==> src/rtl/game_pkg.sv <==
// Shared game types and constants: laser slot states, laser colour and the
// default screen coordinate width.
package game_pkg;

    localparam int unsigned SCREEN_CORDW = 16;
    localparam logic [3:0]  LASER_COLOR  = 4'hE;

    typedef enum logic [1:0] {
        IDLE,
        FLYING,
        SPENT
    } laser_state_t;

endpackage

==> src/rtl/laser_slot.sv <==
// One projectile: state, position, once-per-frame motion and the
// combinational "covers the current pixel" compare.
module laser_slot
    import game_pkg::*;
#(
    parameter int unsigned CORDW       = 16,
    parameter int unsigned LASER_W     = 2,
    parameter int unsigned LASER_H     = 8,
    parameter int unsigned LASER_SPEED = 8
) (
    input  logic             clk,
    input  logic             rst,
    input  logic             frame,
    input  logic             launch,
    input  logic [CORDW-1:0] launch_x,
    input  logic [CORDW-1:0] launch_y,
    input  logic             spent,
    input  logic [CORDW-1:0] screen_x,
    input  logic [CORDW-1:0] screen_y,
    output laser_state_t     state,
    output logic             covers
);

    localparam logic [CORDW-1:0] SPEED = CORDW'(LASER_SPEED);

    laser_state_t     state_q, state_d;
    logic [CORDW-1:0] x_q, x_d;
    logic [CORDW-1:0] y_q, y_d;
    logic [CORDW:0]   x_end, y_end;

    always_comb begin
        state_d = state_q;
        x_d     = x_q;
        y_d     = y_q;
        // A hit wins over the frame update so a spent laser never moves on.
        if (spent && state_q == FLYING) begin
            state_d = SPENT;
        end else if (frame) begin
            case (state_q)
                SPENT: state_d = IDLE;
                FLYING: begin
                    if (y_q < SPEED) begin
                        state_d = IDLE;
                    end else begin
                        y_d = y_q - SPEED;
                    end
                end
                IDLE: begin
                    if (launch) begin
                        state_d = FLYING;
                        x_d     = launch_x;
                        y_d     = launch_y;
                    end
                end
                default: state_d = IDLE;
            endcase
        end
    end

    // One extra bit keeps the far edge from wrapping near the top of the range.
    always_comb begin
        x_end  = {1'b0, x_q} + (CORDW + 1)'(LASER_W);
        y_end  = {1'b0, y_q} + (CORDW + 1)'(LASER_H);
        covers = (state_q == FLYING)
                 && (screen_x >= x_q) && ({1'b0, screen_x} < x_end)
                 && (screen_y >= y_q) && ({1'b0, screen_y} < y_end);
    end

    always_ff @(posedge clk or negedge rst) begin
        if (!rst) begin
            state_q <= IDLE;
            x_q     <= '0;
            y_q     <= '0;
        end else begin
            state_q <= state_d;
            x_q     <= x_d;
            y_q     <= y_d;
        end
    end

    assign state = state_q;

endmodule

==> src/rtl/laser_pool.sv <==
// Player laser manager: fire synchroniser, cooldown, slot allocation, drawing
// and asteroid collision. Define LASER_AUTOFIRE_EN to fire on the held level.
module laser_pool
    import game_pkg::*;
#(
    parameter int unsigned LASER_COUNT     = 4,
    parameter int unsigned ASTEROID_COUNT  = 10,
    parameter int unsigned H_RES           = 640,
    parameter int unsigned V_RES           = 480,
    parameter int unsigned SCREEN_CORDW    = game_pkg::SCREEN_CORDW,
    parameter int unsigned COLR_BITS       = 4,
    parameter int unsigned LASER_W         = 2,
    parameter int unsigned LASER_H         = 8,
    parameter int unsigned LASER_SPEED     = 8,
    parameter int unsigned COOLDOWN_FRAMES = 12
) (
    input  logic                      clk,
    input  logic                      rst,
    input  logic                      frame,
    input  logic                      fire,
    input  logic [SCREEN_CORDW-1:0]   ship_x,
    input  logic [SCREEN_CORDW-1:0]   ship_y,
    input  logic [SCREEN_CORDW-1:0]   screen_x,
    input  logic [SCREEN_CORDW-1:0]   screen_y,
    input  logic [ASTEROID_COUNT-1:0] target_drawing,
    output logic [ASTEROID_COUNT-1:0] shot,
    output logic                      hit,
    output logic                      drawing,
    output logic [COLR_BITS-1:0]      pixel
);

    localparam int unsigned CD_W      = $clog2(COOLDOWN_FRAMES + 1);
    localparam int unsigned MIN_CORDW = $clog2((H_RES > V_RES ? H_RES : V_RES) + 1);

    if (SCREEN_CORDW < MIN_CORDW) begin : g_cordw_check
        $error("SCREEN_CORDW is too narrow for the screen resolution");
    end

    logic [1:0]                fire_sync_q, fire_sync_d;
    logic                      fire_prev_q, fire_prev_d;
    logic                      fire_set;
    logic                      pending_q, pending_d;
    logic [CD_W-1:0]           cooldown_q, cooldown_d;
    logic [ASTEROID_COUNT-1:0] shot_mask_q, shot_mask_d;
    logic [ASTEROID_COUNT-1:0] shot_q, shot_d;
    logic [ASTEROID_COUNT-1:0] cand;
    logic                      hit_q, hit_d;
    logic [LASER_COUNT-1:0]    cov_q, cov_d;
    logic [LASER_COUNT-1:0]    covers, idle, launch_vec, spent_vec;
    logic                      launch_ok, collide;
    logic [SCREEN_CORDW-1:0]   launch_y;

    for (genvar i = 0; i < LASER_COUNT; i++) begin : g_slot
        laser_state_t state;

        laser_slot #(
            .CORDW       (SCREEN_CORDW),
            .LASER_W     (LASER_W),
            .LASER_H     (LASER_H),
            .LASER_SPEED (LASER_SPEED)
        ) u_slot (
            .clk      (clk),
            .rst      (rst),
            .frame    (frame),
            .launch   (launch_vec[i]),
            .launch_x (ship_x),
            .launch_y (launch_y),
            .spent    (spent_vec[i]),
            .screen_x (screen_x),
            .screen_y (screen_y),
            .state    (state),
            .covers   (covers[i])
        );

        assign idle[i] = (state == IDLE);
    end

    always_comb begin
        fire_sync_d = {fire_sync_q[0], fire};
        fire_prev_d = fire_sync_q[1];
`ifdef LASER_AUTOFIRE_EN
        fire_set    = fire_sync_q[1];
`else
        fire_set    = fire_sync_q[1] & ~fire_prev_q;
`endif

        // Idle-ness is taken before this pulse, so a slot freed now waits a frame.
        launch_ok  = frame & pending_q & (cooldown_q == '0) & (|idle);
        launch_vec = launch_ok ? (idle & (~idle + LASER_COUNT'(1))) : '0;
        launch_y   = ship_y - SCREEN_CORDW'(LASER_H);

        cooldown_d = cooldown_q;
        if (launch_ok) begin
            cooldown_d = CD_W'(COOLDOWN_FRAMES);
        end else if (frame && cooldown_q != '0) begin
            cooldown_d = cooldown_q - CD_W'(1);
        end
        pending_d = (pending_q & ~launch_ok) | fire_set;

        // Lowest covering slot and lowest unmasked target win.
        cand        = target_drawing & ~shot_mask_q;
        collide     = (|cov_q) & (|cand);
        spent_vec   = collide ? (cov_q & (~cov_q + LASER_COUNT'(1))) : '0;
        shot_d      = collide ? (cand & (~cand + ASTEROID_COUNT'(1))) : '0;
        hit_d       = collide;
        shot_mask_d = (frame ? '0 : shot_mask_q) | shot_d;
        cov_d       = covers & ~spent_vec;
    end

    always_ff @(posedge clk or negedge rst) begin
        if (!rst) begin
            fire_sync_q <= '0;
            fire_prev_q <= 1'b0;
            pending_q   <= 1'b0;
            cooldown_q  <= '0;
            shot_mask_q <= '0;
            shot_q      <= '0;
            hit_q       <= 1'b0;
            cov_q       <= '0;
        end else begin
            fire_sync_q <= fire_sync_d;
            fire_prev_q <= fire_prev_d;
            pending_q   <= pending_d;
            cooldown_q  <= cooldown_d;
            shot_mask_q <= shot_mask_d;
            shot_q      <= shot_d;
            hit_q       <= hit_d;
            cov_q       <= cov_d;
        end
    end

    assign shot    = shot_q;
    assign hit     = hit_q;
    assign drawing = |cov_q;
    assign pixel   = drawing ? COLR_BITS'(LASER_COLOR) : '0;

endmodule

==> config.mk <==
export PLATFORM = sky130hd
export DESIGN_NAME = laser_pool
export DESIGN_NICKNAME = d
export VERILOG_FILES = /design/src/rtl/game_pkg.sv /design/src/rtl/laser_slot.sv /design/src/rtl/laser_pool.sv
export SDC_FILE = /design/constraint.sdc
export NUM_CORES = 1
export LEC_CHECK = 0
export CORE_UTILIZATION = 47
export CTS_BUF_LIST = sky130_fd_sc_hd__clkbuf_16
export DETAILED_ROUTE_END_ITERATION = 8
export DONT_BUFFER_PORTS = 1
export GPL_TIMING_DRIVEN = 0
export HOLD_SLACK_MARGIN = 0.02
export PLACE_DENSITY = 0.58
export SLEW_MARGIN = 30
export SYNTH_ARGS = -nofsm -noshare
export SYNTH_HDL_FRONTEND = slang
export SYNTH_SLANG_ARGS = --single-unit
==> constraint.sdc <==
create_clock -name clk -period 3.77 [get_ports clk]
set_input_delay 0.1885 -clock clk [delete_from_list [all_inputs] [get_ports clk]]
set_output_delay 0.1885 -clock clk [all_outputs]
set_load 0.005 [all_outputs]
==> report_table.html <==
<table>
<tr><th>Metric</th><th>Value</th></tr>
<tr><th colspan="2">Timing</th></tr>
<tr><td>Shortest clock period the worst path allows after layout</td><td>3.59 ns</td></tr>
<tr><td>Slew @ Worst Pin</td><td>0.972 ns</td></tr>
<tr><td>Setup ws final</td><td>0.175 ns</td></tr>
<tr><td>Final max-slew violation count</td><td>0</td></tr>
<tr><td>Hold violation count in the final report</td><td>169</td></tr>
<tr><td>Fraction of the cycle the final worst path needs</td><td>95.4%</td></tr>
<tr><td>Maximum achievable frequency</td><td>278 MHz</td></tr>
<tr><td>Final Skew</td><td>0.0115 ns</td></tr>
<tr><td>Final count of negative-setup-slack endpoints</td><td>0</td></tr>
<tr><td>RSZ-0062 raised after global routing</td><td>no</td></tr>
<tr><td>Final hold slack</td><td>-0.569 ns</td></tr>
<tr><td>Worst max-slew margin expressed relative to the limit</td><td>34.7%</td></tr>
<tr><td>Setup_tns</td><td>0 ns</td></tr>
<tr><th colspan="2">Route</th></tr>
<tr><td>Length of routed met3 wiring</td><td>2760 um</td></tr>
<tr><td>Met2 layer wire length in the routed design</td><td>21,200 um</td></tr>
<tr><td>Via count normalized by instance count</td><td>6.11</td></tr>
<tr><td>Via count</td><td>13.7k</td></tr>
<tr><td>Mean routed wirelength per cell</td><td>21.3 um</td></tr>
<tr><td>Total wire length after detailed routing</td><td>47,900 um</td></tr>
<tr><td>DRC violation total after the first TritonRoute iteration</td><td>1,163</td></tr>
<tr><td>Length of routed wiring on met1</td><td>22,900 um</td></tr>
<tr><td>Remaining DRCs</td><td>0</td></tr>
<tr><td>Pre-antenna DRT Iters</td><td>6</td></tr>
<tr><td>Number of nets with antenna violations after routing</td><td>0</td></tr>
<tr><td>Uppermost routed layer</td><td>met4</td></tr>
<tr><th colspan="2">Worst setup path</th></tr>
<tr><td>Largest delay share family, worst path</td><td>compound AO/OA/AOI/OAI gates</td></tr>
<tr><td>Buffer and inverter count on the worst path</td><td>2</td></tr>
<tr><td>Crit. End Element</td><td>flip-flop</td></tr>
<tr><td>Logic depth of the worst register-to-register path</td><td>13</td></tr>
<tr><td>Slowest stage delay, CP</td><td>0.45 ns</td></tr>
<tr><td>Cell-by-cell listing of the critical path</td><td>inv_1 &gt; nor4_2 &gt; and4_1 &gt; clkbuf_1 &gt; nand3_1 &gt; xnor2_1 &gt; ha_1 &gt; nand3_1 &gt; a2111o_1 &gt; o221ai_2 &gt; a31oi_1 &gt; a41oi_1 &gt; nor4b_1</td></tr>
<tr><td>Setup slack on the worst flop-to-flop path</td><td>0.18 ns</td></tr>
<tr><td>Crit Path Max Fanout</td><td>5</td></tr>
<tr><td>Worst R2R End</td><td>cov_q[3]</td></tr>
<tr><td>Data arrival at the endpoint of the critical path</td><td>3.91 ns</td></tr>
<tr><td>Crit path max-delay cell type</td><td>sky130_fd_sc_hd__a41oi_1</td></tr>
<tr><td>Worst Setup Start Kind</td><td>flip-flop</td></tr>
<tr><td>Reg-to-reg startpoint</td><td>g_slot[3].u_slot.x_q[3]</td></tr>
<tr><td>Critical path required time</td><td>4.08 ns</td></tr>
<tr><td>Cell with the most instances on the worst path</td><td>sky130_fd_sc_hd__nand3_1</td></tr>
<tr><td>Type of the setup path with the least slack</td><td>reg2reg</td></tr>
<tr><th colspan="2">Cells and area</th></tr>
<tr><td>Total of fill cells in the finished design</td><td>3,028</td></tr>
<tr><td>Most used cells in the layout excluding fill and tap cells</td><td>255 x sky130_fd_sc_hd__ha_1, 169 x sky130_fd_sc_hd__dfrtp_1, 160 x sky130_fd_sc_hd__o21ai_0, 159 x sky130_fd_sc_hd__nand2_1, 143 x sky130_fd_sc_hd__inv_1</td></tr>
<tr><td>Finished layout cell area</td><td>16,700 um2</td></tr>
<tr><td>Antenna fix cells</td><td>0</td></tr>
<tr><td>Final Net Count</td><td>2,165</td></tr>
<tr><td>Number of standard cells in the final layout excluding fillers</td><td>2,247</td></tr>
<tr><td>Area Overhead vs Synth</td><td>9.62%</td></tr>
<tr><td>Final core utilization</td><td>52.5%</td></tr>
<tr><td>Most common cell after layout, fill and taps aside</td><td>sky130_fd_sc_hd__ha_1</td></tr>
<tr><td>Share of layout cells above drive strength 1</td><td>6.07%</td></tr>
<tr><th colspan="2">Yosys</th></tr>
<tr><td>Number of flops mapped to enable cells by yosys</td><td>0</td></tr>
<tr><td>Library cell with the largest summed area after synthesis</td><td>sky130_fd_sc_hd__dfrtp_1</td></tr>
<tr><td>Area share of the leading cell type in the synthesized netlist</td><td>27.8%</td></tr>
<tr><td>Post-synthesis instance total</td><td>1,779</td></tr>
<tr><td>Cell area after synthesis</td><td>15,200 um2</td></tr>
<tr><td>Synthesis warning total</td><td>0</td></tr>
<tr><td>Number of distinct library cell variants in the gate-level netlist after synthesis</td><td>78</td></tr>
<tr><td>Sequential share of the synthesized area</td><td>27.8%</td></tr>
<tr><td>Fraction of synthesis flops using an asynchronous set or reset pin</td><td>100%</td></tr>
<tr><td>Net count of the mapped netlist</td><td>2,112</td></tr>
<tr><td>Syn avg cell area</td><td>8.54 um2</td></tr>
<tr><td>Total of flip-flops plus latches after synthesis</td><td>169</td></tr>
<tr><td>Predominant post-synthesis flop cell</td><td>sky130_fd_sc_hd__dfrtp_1</td></tr>
<tr><td>Cell types with the largest area share after synthesis</td><td>sky130_fd_sc_hd__dfrtp_1 28%, sky130_fd_sc_hd__ha_1 21%, sky130_fd_sc_hd__xnor2_1 5.9%</td></tr>
<tr><th colspan="2">Floorplan</th></tr>
<tr><td>Area of the die</td><td>33,100 um2</td></tr>
<tr><td>Core area</td><td>31,700 um2</td></tr>
<tr><td>Total number of placement rows</td><td>65</td></tr>
<tr><td>Die Y</td><td>182 um</td></tr>
<tr><td>Horizontal die dimension</td><td>182 um</td></tr>
<tr><td>Initial Util</td><td>47.9%</td></tr>
<tr><td>IO Count</td><td>94</td></tr>
<tr><th colspan="2">CTS</th></tr>
<tr><td>Inserted Clock Buffers</td><td>17</td></tr>
<tr><td>Clock transition at path regs</td><td>0.07 ns</td></tr>
<tr><td>Clock tree from TritonCTS</td><td>yes</td></tr>
<tr><td>Worst-case clock buffer depth</td><td>2</td></tr>
<tr><td>Source-to-sink clock delay at the later pin of the worst-skew pair</td><td>0.46 ns</td></tr>
<tr><td>Post-CTS Hold Fix Bufs</td><td>34</td></tr>
<tr><td>Root buffer cell</td><td>sky130_fd_sc_hd__clkbuf_16</td></tr>
<tr><td>Maximum level of the CTS H-tree</td><td>4</td></tr>
<tr><td>Clock sink total</td><td>169</td></tr>
<tr><th colspan="2">Place</th></tr>
<tr><td>Placement-stage worst setup slack</td><td>-0.00649 ns</td></tr>
<tr><td>Cell total after placement</td><td>2,181</td></tr>
<tr><td>Gpl congestion</td><td>0.904</td></tr>
<tr><td>Standard cell area after detailed placement</td><td>15,700 um2</td></tr>
<tr><td>Post-DP HPWL</td><td>35,900 um</td></tr>
<tr><td>Number of buffers added on ports</td><td>0</td></tr>
<tr><th colspan="2">Global routing</th></tr>
<tr><td>Wire length of the first global-routing pass</td><td>76,100 um</td></tr>
<tr><td>Vias in the first global route</td><td>13.1k</td></tr>
<tr><td>Tot GR Track Use</td><td>29.9%</td></tr>
<tr><td>Maximum number of pins on one net before global-route repair</td><td>170</td></tr>
<tr><td>Initial antenna violation count</td><td>0</td></tr>
<tr><td>Sum of overflow across all layers after global routing</td><td>0</td></tr>
<tr><th colspan="2">Power and ir drop</th></tr>
<tr><td>Clk network pwr share</td><td>16.4%</td></tr>
<tr><td>Worst VDD drop</td><td>454 uV</td></tr>
<tr><td>Internal power</td><td>5.96 mW</td></tr>
<tr><td>Relative contribution of combinational cells to total power</td><td>56.1%</td></tr>
<tr><td>Leakage</td><td>7.47 nW</td></tr>
<tr><td>Switching fraction of total power</td><td>46.5%</td></tr>
<tr><td>NetSw</td><td>5.19 mW</td></tr>
<tr><td>Pwr per Cell Area</td><td>669 nW/um2</td></tr>
<tr><td>Flop pwr share</td><td>27.5%</td></tr>
<tr><th colspan="2">Flow run</th></tr>
<tr><td>Number of violations of the max-capacitance limit</td><td>0</td></tr>
<tr><th colspan="2">Status</th></tr>
<tr><td>Status</td><td>complete, but fails checks</td></tr>
<tr><td>Failing checks</td><td>negative hold slack</td></tr>
<tr><th colspan="2">Hold path</th></tr>
<tr><td>Worst Hold Class</td><td>in2async</td></tr>
</table>
final cells by class:
type / count / area (um2) / share of cell area [%]
Buffer: 54 / 274 / 1.65
Clock buffer: 17 / 425 / 2.55
Clock inverter: 15 / 159 / 0.954
Inverter: 143 / 537 / 3.22
Multi-Input combinational cell: 1413 / 10200 / 61.2
Sequential cell: 169 / 4230 / 25.4
Tap cell: 402 / 503 / 3.02
Timing Repair Buffer: 34 / 340 / 2.04
Yosys cell counts (7+ instances only):
cell	n
sky130_fd_sc_hd__nor3_1	58
sky130_fd_sc_hd__buf_4	7
sky130_fd_sc_hd__clkbuf_1	30
sky130_fd_sc_hd__o211ai_1	12
sky130_fd_sc_hd__xor2_1	7
sky130_fd_sc_hd__mux2_2	26
sky130_fd_sc_hd__a211o_1	13
sky130_fd_sc_hd__and4_1	11
sky130_fd_sc_hd__o21ai_0	160
sky130_fd_sc_hd__dfrtp_1	169
sky130_fd_sc_hd__nor2b_1	15
sky130_fd_sc_hd__and3_1	13
sky130_fd_sc_hd__a21oi_1	108
sky130_fd_sc_hd__nand2b_1	23
sky130_fd_sc_hd__or2_2	7
sky130_fd_sc_hd__inv_1	143
sky130_fd_sc_hd__o22a_1	8
sky130_fd_sc_hd__xnor2_1	102
sky130_fd_sc_hd__nor4_1	23
sky130_fd_sc_hd__nand2_1	159
sky130_fd_sc_hd__a21o_1	27
sky130_fd_sc_hd__a211oi_1	20
sky130_fd_sc_hd__nor2_1	96
sky130_fd_sc_hd__ha_1	255
sky130_fd_sc_hd__a221oi_1	7
sky130_fd_sc_hd__or3_1	15
sky130_fd_sc_hd__nand4_1	38
sky130_fd_sc_hd__nand3_1	68
sky130_fd_sc_hd__buf_2	12
sky130_fd_sc_hd__o22ai_1	15
sky130_fd_sc_hd__a22oi_1	10
sky130_fd_sc_hd__a31oi_1	13
sky130_fd_sc_hd__o21a_1	9
repair_timing:
item	4_1_cts	5_1_grt
resized for setup	1	2
endpoints found under the hold margin	262	169
setup endpoints to repair	1	1
buffers inserted	0	0
cloned	0	0
power groups by stage:
stage | logic (mW) | registers [mW] | clock network, mW
after floorplan | 4.72 | 2.88 | 0
after global placement | 5.95 | 3.07 | 0
after detailed placement | 6.11 | 3.07 | 0
after CTS | 6.20 | 3.04 | 1.86
after global routing | 7.14 | 3.15 | 1.93
final | 6.26 | 3.06 | 1.83
routing by layer:
metal,vias to the layer above,track usage [%]
met5,-,0
met4,0,8.92
met3,58,4.03
met2,432,46.2
met1,6660,43.1
li1,6581,-
cells by family (layout without fill, tap and decap cells):
group / count (synthesis) / in the layout / share of synthesized area (%)
adders and majority gates: 255 / 255 / 21.0
muxes: 28 / 28 / 2.06
buffers and inverters: 197 / 263 / 5.34
xor gates and xnor gates: 109 / 109 / 6.28
other: 1 / 1 / 0.0247
DFF: 169 / 169 / 27.8
and+or+nand+nor: 567 / 567 / 18.9
AOI/OAI and AO/OA: 453 / 453 / 18.5
state kept, by name, summed over array words and instances (netlist names):
| register | flops |
|---|---|
| g_slot.u_slot.x_q | 64 |
| g_slot.u_slot.y_q | 64 |
| shot | 10 |
| shot_mask_q | 10 |
| g_slot.u_slot.state | 8 |
| cooldown_q | 4 |
| cov_q | 4 |
| fire_sync_q | 2 |
| fire_prev_q | 1 |
| hit | 1 |
| pending_q | 1 |
worst max-delay path by stage:
stage | startpoint | end | cells past startpoint
floorplan | g_slot[3].u_slot.x_q[3] | cov_q[3] | 13
global placement | g_slot[3].u_slot.x_q[3] | cov_q[3] | 13
detailed placement | g_slot[3].u_slot.x_q[3] | cov_q[3] | 13
CTS | g_slot[3].u_slot.x_q[3] | cov_q[3] | 13
global route | g_slot[3].u_slot.x_q[3] | cov_q[3] | 13
finish | g_slot[3].u_slot.x_q[3] | cov_q[3] | 13
per-stage QoR:
stage | total power [mW] | hold slack [ns]
global placement | 9.02 | -0.0992
global route | 12.2 | -0.593
floorplan | 7.60 | -0.107
finish | 11.1 | -0.569
CTS | 11.1 | -0.586
detailed placement | 9.19 | -0.0993
(Power assumes the default switching activity.)
